===== config.mk =====
export PLATFORM = sky130hd
export DESIGN_NAME = seg_scan_ctrl
export DESIGN_NICKNAME = d
export VERILOG_FILES = /design/src/rtl/seg_scan_ctrl_pkg.sv /design/src/rtl/seg_scan_ctrl_dec416.sv /design/src/rtl/seg_scan_ctrl.sv
export SDC_FILE = /design/constraint.sdc
export NUM_CORES = 1
export LEC_CHECK = 0
export CORE_MARGIN = 5
export CORE_UTILIZATION = 55
export CTS_CLUSTER_SIZE = 16
export DETAILED_ROUTE_END_ITERATION = 10
export GPL_ROUTABILITY_DRIVEN = 0
export MAX_ROUTING_LAYER = met4
export PLACE_DENSITY_LB_ADDON = 0.2
export REMOVE_ABC_BUFFERS = 1
export SYNTH_ARGS = -nofsm -noshare
export SYNTH_HDL_FRONTEND = slang
export SYNTH_SLANG_ARGS = --single-unit

===== constraint.sdc =====
create_clock -name clk -period 2.54 [get_ports clk]
set_clock_uncertainty 0.05 [all_clocks]
set_input_delay 0.635 -clock clk [delete_from_list [all_inputs] [get_ports clk]]
set_output_delay 0.635 -clock clk [all_outputs]
set_load 0.01 [all_outputs]

===== src/rtl/seg_scan_ctrl_pkg.sv =====
// Shared types and the hex glyph table for the seven-segment scan controller.
// Glyphs are stored active-low in {g,f,e,d,c,b,a} order; b and d are lowercase.
package seg_pkg;

    typedef logic [6:0] seg7_t;

    typedef enum logic [1:0] {
        BLANK = 2'd0,
        DEAD  = 2'd1,
        LIT   = 2'd2
    } scan_state_t;

    localparam seg7_t HEX_FONT [16] = '{
        7'h40, 7'h79, 7'h24, 7'h30,
        7'h19, 7'h12, 7'h02, 7'h78,
        7'h00, 7'h10, 7'h08, 7'h03,
        7'h46, 7'h21, 7'h06, 7'h0E
    };

    function automatic seg7_t font(logic [3:0] nib);
        return HEX_FONT[nib];
    endfunction

endpackage


===== src/rtl/seg_scan_ctrl_dec416.sv =====
// 4-to-16 one-hot decoder used to pick a glyph row out of the hex font table.
module dec416 (
    input  logic [3:0]  sel,
    output logic [15:0] onehot
);

    always_comb begin
        onehot      = '0;
        onehot[sel] = 1'b1;
    end

endmodule


===== src/rtl/seg_scan_ctrl.sv =====
// Multiplexed hex display scanner with a single-entry load buffer and frame-aligned swap.
// Optional build macro: LEADING_ZERO_BLANK_EN (dark slots above the most significant nonzero digit).
//
// state | meaning
// ------+--------------------------------------------------------------
// BLANK | display dark, slot/digit counters held at 0
// DEAD  | start of a slot, anodes off, segments preloaded with the glyph
// LIT   | current digit's anode driven for the rest of the slot
module seg_scan_ctrl
    import seg_pkg::*;
#(
    parameter int DATA_W      = 10,
    parameter int NUM_DIGITS  = 3,
    parameter int REFRESH_DIV = 50000,
    parameter int DEAD_CYC    = 16
) (
    input  logic                  clk,
    input  logic                  rst_n,
    input  logic                  load_valid,
    input  logic [DATA_W-1:0]     load_data,
    output logic                  load_ready,
    input  logic                  blank,
    output logic [6:0]            seg,
    output logic [NUM_DIGITS-1:0] an
);

    localparam int SLOT_W = (REFRESH_DIV > 1) ? $clog2(REFRESH_DIV) : 1;
    localparam int IDX_W  = (NUM_DIGITS > 1) ? $clog2(NUM_DIGITS) : 1;
    localparam int EXT_W  = 4 * NUM_DIGITS;

    scan_state_t         state, state_nxt;
    logic [SLOT_W-1:0]   slot_cnt;
    logic [IDX_W-1:0]    digit_idx;
    logic [DATA_W-1:0]   disp_reg;
    logic [DATA_W-1:0]   pend_reg;
    logic                pend_full;
    logic [EXT_W-1:0]    disp_ext;
    logic [3:0]          nib;
    logic [15:0]         nib_oh;
    seg7_t               glyph;
    logic                digit_en;
    logic                slot_wrap;
    logic                frame_end;

    assign slot_wrap  = (state != BLANK) && (slot_cnt == SLOT_W'(REFRESH_DIV - 1));
    assign frame_end  = slot_wrap && (digit_idx == IDX_W'(NUM_DIGITS - 1));
    assign load_ready = ~pend_full;

    always_comb begin
        state_nxt = state;
        case (state)
            BLANK: if (!blank) state_nxt = DEAD;
            DEAD: begin
                if (blank)                                     state_nxt = BLANK;
                else if (slot_cnt == SLOT_W'(DEAD_CYC - 1))    state_nxt = LIT;
            end
            LIT: begin
                if (blank)          state_nxt = BLANK;
                else if (slot_wrap) state_nxt = DEAD;
            end
            default: state_nxt = BLANK;
        endcase
    end

    // Counters restart from digit 0 whenever the scan is interrupted.
    always_ff @(posedge clk or negedge rst_n) begin
        if (!rst_n) begin
            state     <= BLANK;
            slot_cnt  <= '0;
            digit_idx <= '0;
        end else begin
            state <= state_nxt;
            if (blank || state == BLANK) begin
                slot_cnt  <= '0;
                digit_idx <= '0;
            end else if (slot_wrap) begin
                slot_cnt  <= '0;
                digit_idx <= (digit_idx == IDX_W'(NUM_DIGITS - 1)) ? '0 : digit_idx + 1'b1;
            end else begin
                slot_cnt <= slot_cnt + 1'b1;
            end
        end
    end

    always_ff @(posedge clk or negedge rst_n) begin
        if (!rst_n) begin
            pend_reg  <= '0;
            pend_full <= 1'b0;
            disp_reg  <= '0;
        end else begin
            if (load_valid && !pend_full) begin
                pend_reg  <= load_data;
                pend_full <= 1'b1;
            end else if (frame_end && pend_full) begin
                disp_reg  <= pend_reg;
                pend_full <= 1'b0;
            end
        end
    end

    always_comb begin
        disp_ext             = '0;
        disp_ext[DATA_W-1:0] = disp_reg;
    end

    always_comb begin
        nib = '0;
        for (int i = 0; i < NUM_DIGITS; i++) begin
            if (digit_idx == IDX_W'(i)) nib = disp_ext[4*i +: 4];
        end
    end

    dec416 u_dec416 (
        .sel    (nib),
        .onehot (nib_oh)
    );

    always_comb begin
        glyph = '0;
        for (int k = 0; k < 16; k++) begin
            if (nib_oh[k]) glyph = glyph | HEX_FONT[k];
        end
    end

`ifdef LEADING_ZERO_BLANK_EN
    logic [IDX_W-1:0] msd_idx;

    // Digit 0 is never suppressed, so an all-zero word still shows "0".
    always_comb begin
        msd_idx = '0;
        for (int i = 1; i < NUM_DIGITS; i++) begin
            if (disp_ext[4*i +: 4] != 4'h0) msd_idx = IDX_W'(i);
        end
        digit_en = (digit_idx <= msd_idx);
    end
`else
    assign digit_en = 1'b1;
`endif

    always_ff @(posedge clk or negedge rst_n) begin
        if (!rst_n) begin
            seg <= '1;
            an  <= '1;
        end else begin
            case (state)
                DEAD: begin
                    seg <= glyph;
                    an  <= '1;
                end
                LIT: begin
                    if (digit_en) begin
                        seg <= glyph;
                        an  <= ~(NUM_DIGITS'(1) << digit_idx);
                    end else begin
                        seg <= '1;
                        an  <= '1;
                    end
                end
                default: begin
                    seg <= '1;
                    an  <= '1;
                end
            endcase
        end
    end

endmodule

==> flow_summary_export.csv, run 1 <==
group,metric,value,unit
cells_and_area,final_core_util,65.7,%
die,die_x,77.5,um
status,status,"complete, no violations",
setup_path,crit_fanout,8,
clocking,clockBufferDepth,2,
setup_path,r2r_slack,250,ps
detailed_routing,wl_per_cell,14.6,um
die,fp.coreArea,4380,um2
detailed_routing,vias,1700,
clocking,numCtsBuffers,5,
cells_and_area,area_growth,15.1,%
grt,grt_max_degree,52,
cells_and_area,nets,265,
synthesis,async_reset_ff_share,100,%
synthesis,synth_top_area_share,41.0,%
clocking,ctsHoldBuffers,0,
pwr,power.density,604,nW/um2
cells_and_area,drive_above_1_share,21.1,%
synthesis,synthMuxAreaShare,12.8,%
detailed_routing,drc,0,
timing,worstMarginPinSlew,623,ps
cells_and_area,multi_input_area,1160,um2
timing,fin_tns_setup,0,ps
timing,max_freq,0.437,GHz
grt,gr-usage-met3,4.40,%
grt,grt-ovfl-total,0,
setup_path,criticalPathCategory,"register to register",
cells_and_area,n_antenna_cell,0,
grt,grt_first_pass_wirelength,7.82,mm
die,start_util,57.1,%
grt,grt_pass1_vias,1631,
clocking,clock_latency,300,ps
clocking,cts.clk_slew.worst_paths,80,ps
synthesis,ys_seq_area_share,51.5,%
cells_and_area,largest_register_ffs,16,
clocking,root_buffer,"clkbuf_8",
die,io-pin-count,25,
detailed_routing,avgViaCountPerCell,5.69,
timing,finalWorstSetupSlack,253,ps
grt,track_usage,16.3,%
timing,period_share,90.0,%
die,num_rows,24,
die,die_h,77.5,um
placement,io_buffers,24,
setup_path,worstRegToRegCells,7,
synthesis,synth_xor_area_share,5.60,%
detailed_routing,drtPass1Iterations,4,
synthesis,syn_inst,218,
synthesis,synthAdderAreaFrac,2.50,%
grt,top_usage_layer,"met1",
setup_path,crit_path_end_kind,"register",
synthesis,synth_largest_area_cell,"dfrtp_1",
detailed_routing,wl,4.37,mm
cells_and_area,regArea,1290,um2
setup_path,path_cells,"inv_1 > ha_1 > nor3b_2 > nand4_2 > nor2_2 > buf_4 > mux2_4",
clocking,post_cts_buffers,0,
setup_path,startpoint_type,"register",
synthesis,synth_compound_area_share,7.70,%
placement,dpl.hpwl,3.11,mm
clocking,cts.sinks,51,
placement,pre_cts_ws,265,ps
synthesis,synth_top_family_by_area,"simple AND/OR/NAND/NOR gates",
grt,use_met2,22.6,%
clocking,cts_resized,0,
pwr,finalPower,0.00174,W
detailed_routing,final_antenna_net_count,0,
timing,period_minus_slack,2290,ps
timing,rsz0062_at_grt,"no",
synthesis,synth.top_cells.by_area,"dfrtp_1 41%, dfstp_2 11%, mux2_4 5.4%, mux2_2 5.4%, nor2_1 3.8%",
setup_path,path_buf_inv,2,
pwr,p_leak,1.21,nW
synthesis,syn_avg_cell_area,11.5,um2
timing,setup_viol,0,
synthesis,synth-simple-area-share,17.7,%
hold_path,hold_path_class,"input port to async pin",
die,die-area,6000,um2
grt,antenna_found_initial,0,
setup_path,crit_arrival,2420,ps
synthesis,synth-main-ff-cell,"dfrtp_1",
synthesis,yosysUniqueCellTypes,49,
synthesis,synth_edf_count,0,
timing,final_max_slew_viol_count,0,
clocking,cts_tree,"yes",
setup_path,reg2reg_from,"state[0]$_DFFE_PN0P_",
cells_and_area,fillers,345,
setup_path,crit_required,2670,ps
setup_path,timing.rr.end,"disp_reg[3]$_DFFE_PN0P_",
pwr,irDropWorstVdd,0.361,mV
setup_path,cpLargestDelayFamily,"simple AND/OR/NAND/NOR gates",
detailed_routing,drt_iter0_drc,143,
synthesis,synth_seq_cells,51,
setup_path,cpMaxStageDelayCell,"dfrtp_1",
synthesis,synth_area,2500,um2
setup_path,crit_path_max_incr_delay,390,ps
timing,relSlewSlack,58.5,%
flow_run,cap_violations,0,
timing,hold_viol_final,0,
synthesis,yosysWarnings,0,
grt,grtUsageMet1,23.5,%
clocking,htree_levels,2,
synthesized netlist by cell type, drive strengths merged, types with 4 or more instances:
cell type  count
nor2          26
buf            4
o311ai         4
and3           7
nor4           5
dfstp         10
inv            4
nand4          5
xnor2          9
xor2           7
clkbuf         4
nor3           4
nor2b          4
mux2i          5
ha             5
nand2         13
dfrtp         41
nand3          8
mux2          21
cell families (layout without fill, tap and decap cells):
kind of cell               Yosys count  in the layout
AOI/OAI and AO/OA                   25             25
and+or+nand+nor                     83             83
buffers and inverters               12             41
xor gates and xnor gates            16             16
adders and majority gates            5              5
muxes                               26             26
DFF                                 51             51
power breakdown:
part	total, W	switching [W]	internal, W
clock network	0.000440	0.000247	0.000194
logic	0.000335	0.000159	0.000176
registers	0.000963	0.0000356	0.000928
worst register-to-register path: stages (launching register included):
cell and delay (ps):
dfrtp_1 390, inv_1 90, ha_1 270, nor3b_2 210, nand4_2 220, nor2_2 360, buf_4 250, mux2_4 310
metal layers:
layer	share of wire, %	vias up
met5	0	-
met4	0.96	0
met3	4.4	4
met2	42	34
met1	52	831
li1	-	831
worst max-delay path by stage:
stage / depth (start not counted) / end / startpoint / slack, ps
floorplan: 6 / disp_reg[9]$_DFFE_PN0P_ / state[0]$_DFFE_PN0P_ / 430
global placement: 7 / disp_reg[3]$_DFFE_PN0P_ / state[0]$_DFFE_PN0P_ / 360
detailed placement: 7 / disp_reg[4]$_DFFE_PN0P_ / state[0]$_DFFE_PN0P_ / 260
CTS: 7 / disp_reg[3]$_DFFE_PN0P_ / state[0]$_DFFE_PN0P_ / 240
global route: 7 / disp_reg[3]$_DFFE_PN0P_ / state[0]$_DFFE_PN0P_ / 70
finish: 7 / disp_reg[3]$_DFFE_PN0P_ / state[0]$_DFFE_PN0P_ / 250
stage by stage:
step           hold WS [ps]  std cells  area (um2)
2_1_floorplan           289        210        2460
3_3_place_gp            414        291        2800
3_5_place_dp            421        291        2800
4_1_cts                 406        299        2880
5_1_grt                 448        299        2880
6_report                378        299        2880
final cells by class:
class,count,share of cell area (%)
Tap cell,52,2.26
Clock buffer,7,2.65
Timing Repair Buffer,29,9.47
Multi-Input combinational cell,155,40.2
Sequential cell,51,44.7
Inverter,4,0.521
Clock inverter,1,0.174
placed cells by master, fill, tap and decap left out, types with 3 or more instances in the layout:
master / instances
nor4_1: 4
clkbuf_8: 5
nor3_1: 4
clkdlybuf4s50_1: 23
buf_4: 5
xor2_1: 7
dfrtp_1: 41
mux2_4: 9
o21ai_0: 3
nor2b_1: 4
ha_1: 5
dfstp_2: 10
nor2_1: 25
mux2_2: 12
nand3_1: 8
nand2_1: 13
and3_1: 5
mux2i_1: 5
nand4_1: 4
xnor2_1: 9
o311ai_0: 4
inv_1: 4
(Power assumes the default switching activity.)
==> run 2: changes to the inputs <==
- DONT_BUFFER_PORTS: not set -> 1
==> run 2 against run 1 <==
  * First-iteration DRC count fell by 28%
  * Combinational power fell by 44%
  * Cell count fell by 8.7%
  * Wire length rose by 0.85%
  * Largest power group unchanged
  * Sequential power rose by 4%
  * Fmax rose by 6.3%
  * Critical path type unchanged
  * Sequential share of layout area rose by 3.8 points
  * Core utilization fell by 5.1 points
==> flow_summary_export.csv, run 2 (same netlist as run 1, synthesis figures left out) <==
group,metric,value,unit
die,num_rows,24,
setup_path,crit_arrival,2300,ps
setup_path,criticalPathCategory,"register to register",
detailed_routing,wl_per_cell,16.1,um
flow_run,cap_violations,0,
cells_and_area,area_growth,6.15,%
setup_path,crit_path_end_kind,"register",
cells_and_area,largest_register_ffs,16,
timing,worstMarginPinSlew,575,ps
clocking,cts_resized,0,
grt,track_usage,16.4,%
die,io-pin-count,25,
grt,top_usage_layer,"met2",
clocking,cts.clk_slew.worst_paths,100,ps
cells_and_area,final_cell_mix,"41 x dfrtp_1, 25 x nor2_1, 13 x nand2_1, 12 x mux2_2, 10 x dfstp_2",
timing,period_share,84.7,%
clocking,cts_tree,"yes",
cells_and_area,n_antenna_cell,0,
timing,finalWorstSetupSlack,388,ps
clocking,cts.sinks,51,
cells_and_area,fillers,361,
detailed_routing,drtPass1Iterations,6,
placement,dp_cells,264,
timing,relSlewSlack,60.6,%
clocking,numCtsBuffers,5,
timing,hold_viol_final,0,
timing,fin_tns_setup,0,ps
timing,period_minus_slack,2150,ps
pwr,p_leak,1.11,nW
detailed_routing,final_antenna_net_count,0,
grt,grtUsageMet1,22.6,%
die,die-area,6000,um2
detailed_routing,avgViaCountPerCell,5.98,
die,fp.coreArea,4380,um2
die,die_x,77.5,um
grt,grt-ovfl-total,0,
die,start_util,57.1,%
detailed_routing,wl,4.40,mm
detailed_routing,vias,1633,
cells_and_area,layout_commonest_cell,"dfrtp_1",
timing,max_freq,0.465,GHz
timing,final_max_slew_viol_count,0,
grt,grt_first_pass_wirelength,7.81,mm
setup_path,crit_fanout,15,
grt,grt_pass1_vias,1624,
grt,use_met2,23.0,%
setup_path,startpoint_type,"register",
grt,grt_max_degree,42,
placement,dpl.hpwl,3.14,mm
clocking,clockBufferDepth,2,
die,die_h,77.5,um
clocking,clock_latency,310,ps
clocking,root_buffer,"clkbuf_8",
detailed_routing,drc,0,
placement,pre_cts_ws,478,ps
hold_path,hold_path_class,"input port to async pin",
cells_and_area,drive_above_1_share,23.1,%
setup_path,crit_required,2690,ps
cells_and_area,final_cell_count_no_fill,273,
grt,gr-usage-met3,4.28,%
cells_and_area,nets,239,
pwr,power.density,630,nW/um2
status,status,"complete, no violations",
timing,rsz0062_at_grt,"no",
detailed_routing,drt_iter0_drc,103,
placement,io_buffers,0,
clocking,htree_levels,2,
timing,setup_viol,0,
grt,antenna_found_initial,0,
pwr,irDropWorstVdd,0.368,mV
run 2: area by class of cell:
cell class,count,area (um2),area share [%]
tap,52,65.1,2.45
multi-input combinational,155,1160,43.6
sequential,51,1290,48.5
timing repair buffer,3,35.0,1.32
inverter,4,15.0,0.565
clock inverter,3,26.3,0.989
clock buffer,5,68.8,2.59
run 2: worst paths after layout:
path	from	end	slack, ps	cells past startpoint
worst min register to register	slot_cnt[0]$_DFF_PN0_	slot_cnt[0]$_DFF_PN0_	450	1
max in group asynchronous	rst_n	disp_reg[4]$_DFFE_PN0P_	2140	1
worst max register to register	digit_idx[0]$_DFFE_PN0P_	seg[3]$_DFF_PN1_	390	5
worst min-delay path	rst_n	state[1]$_DFFE_PN0P_	110	1
worst max-delay path	digit_idx[0]$_DFFE_PN0P_	seg[3]$_DFF_PN1_	390	5
min in group clk	load_data[0]	pend_reg[0]$_DFFE_PN0P_	410	1
run 2: critical path: stages (launching register included):
cell       delay, ps
dfrtp_1          670
mux2i_1          580
o2bb2ai_1        240
nor3_1           250
o21ai_0          120
o311ai_0         130
run 2: what timing repair did:
| item | in CTS | in global routing |
|---|---|---|
| hold buffers | 1 | 0 |
| buffers inserted | 0 | 0 |
| endpoints found under the hold margin | 41 | 0 |
run 2: metrics by stage:
| stage | util [%] | cell area, um2 | hold WS (ps) | power (W) |
|---|---|---|---|---|
| 5_1_grt | 60.6 | 2660 | 86.0 | 0.00178 |
| 3_5_place_dp | 58.0 | 2540 | 291 | 0.00119 |
| 3_3_place_gp | 58.0 | 2540 | 291 | 0.00118 |
| 6_report | 60.6 | 2660 | 110 | 0.00167 |
| 2_1_floorplan | - | 2460 | 289 | 0.00114 |
| 4_1_cts | 60.6 | 2660 | 102 | 0.00170 |
run 2: layer usage:
layer / routed length, um / up-vias
met5: 0 / -
met4: 100 / 0
met3: 242 / 13
met2: 1930 / 53
met1: 2130 / 786
li1: - / 781
run 2: power by group:
group	switching (W)	internal (W)
sequential	0.0000683	0.000933
combinational	0.000108	0.0000798
clock	0.000283	0.000203
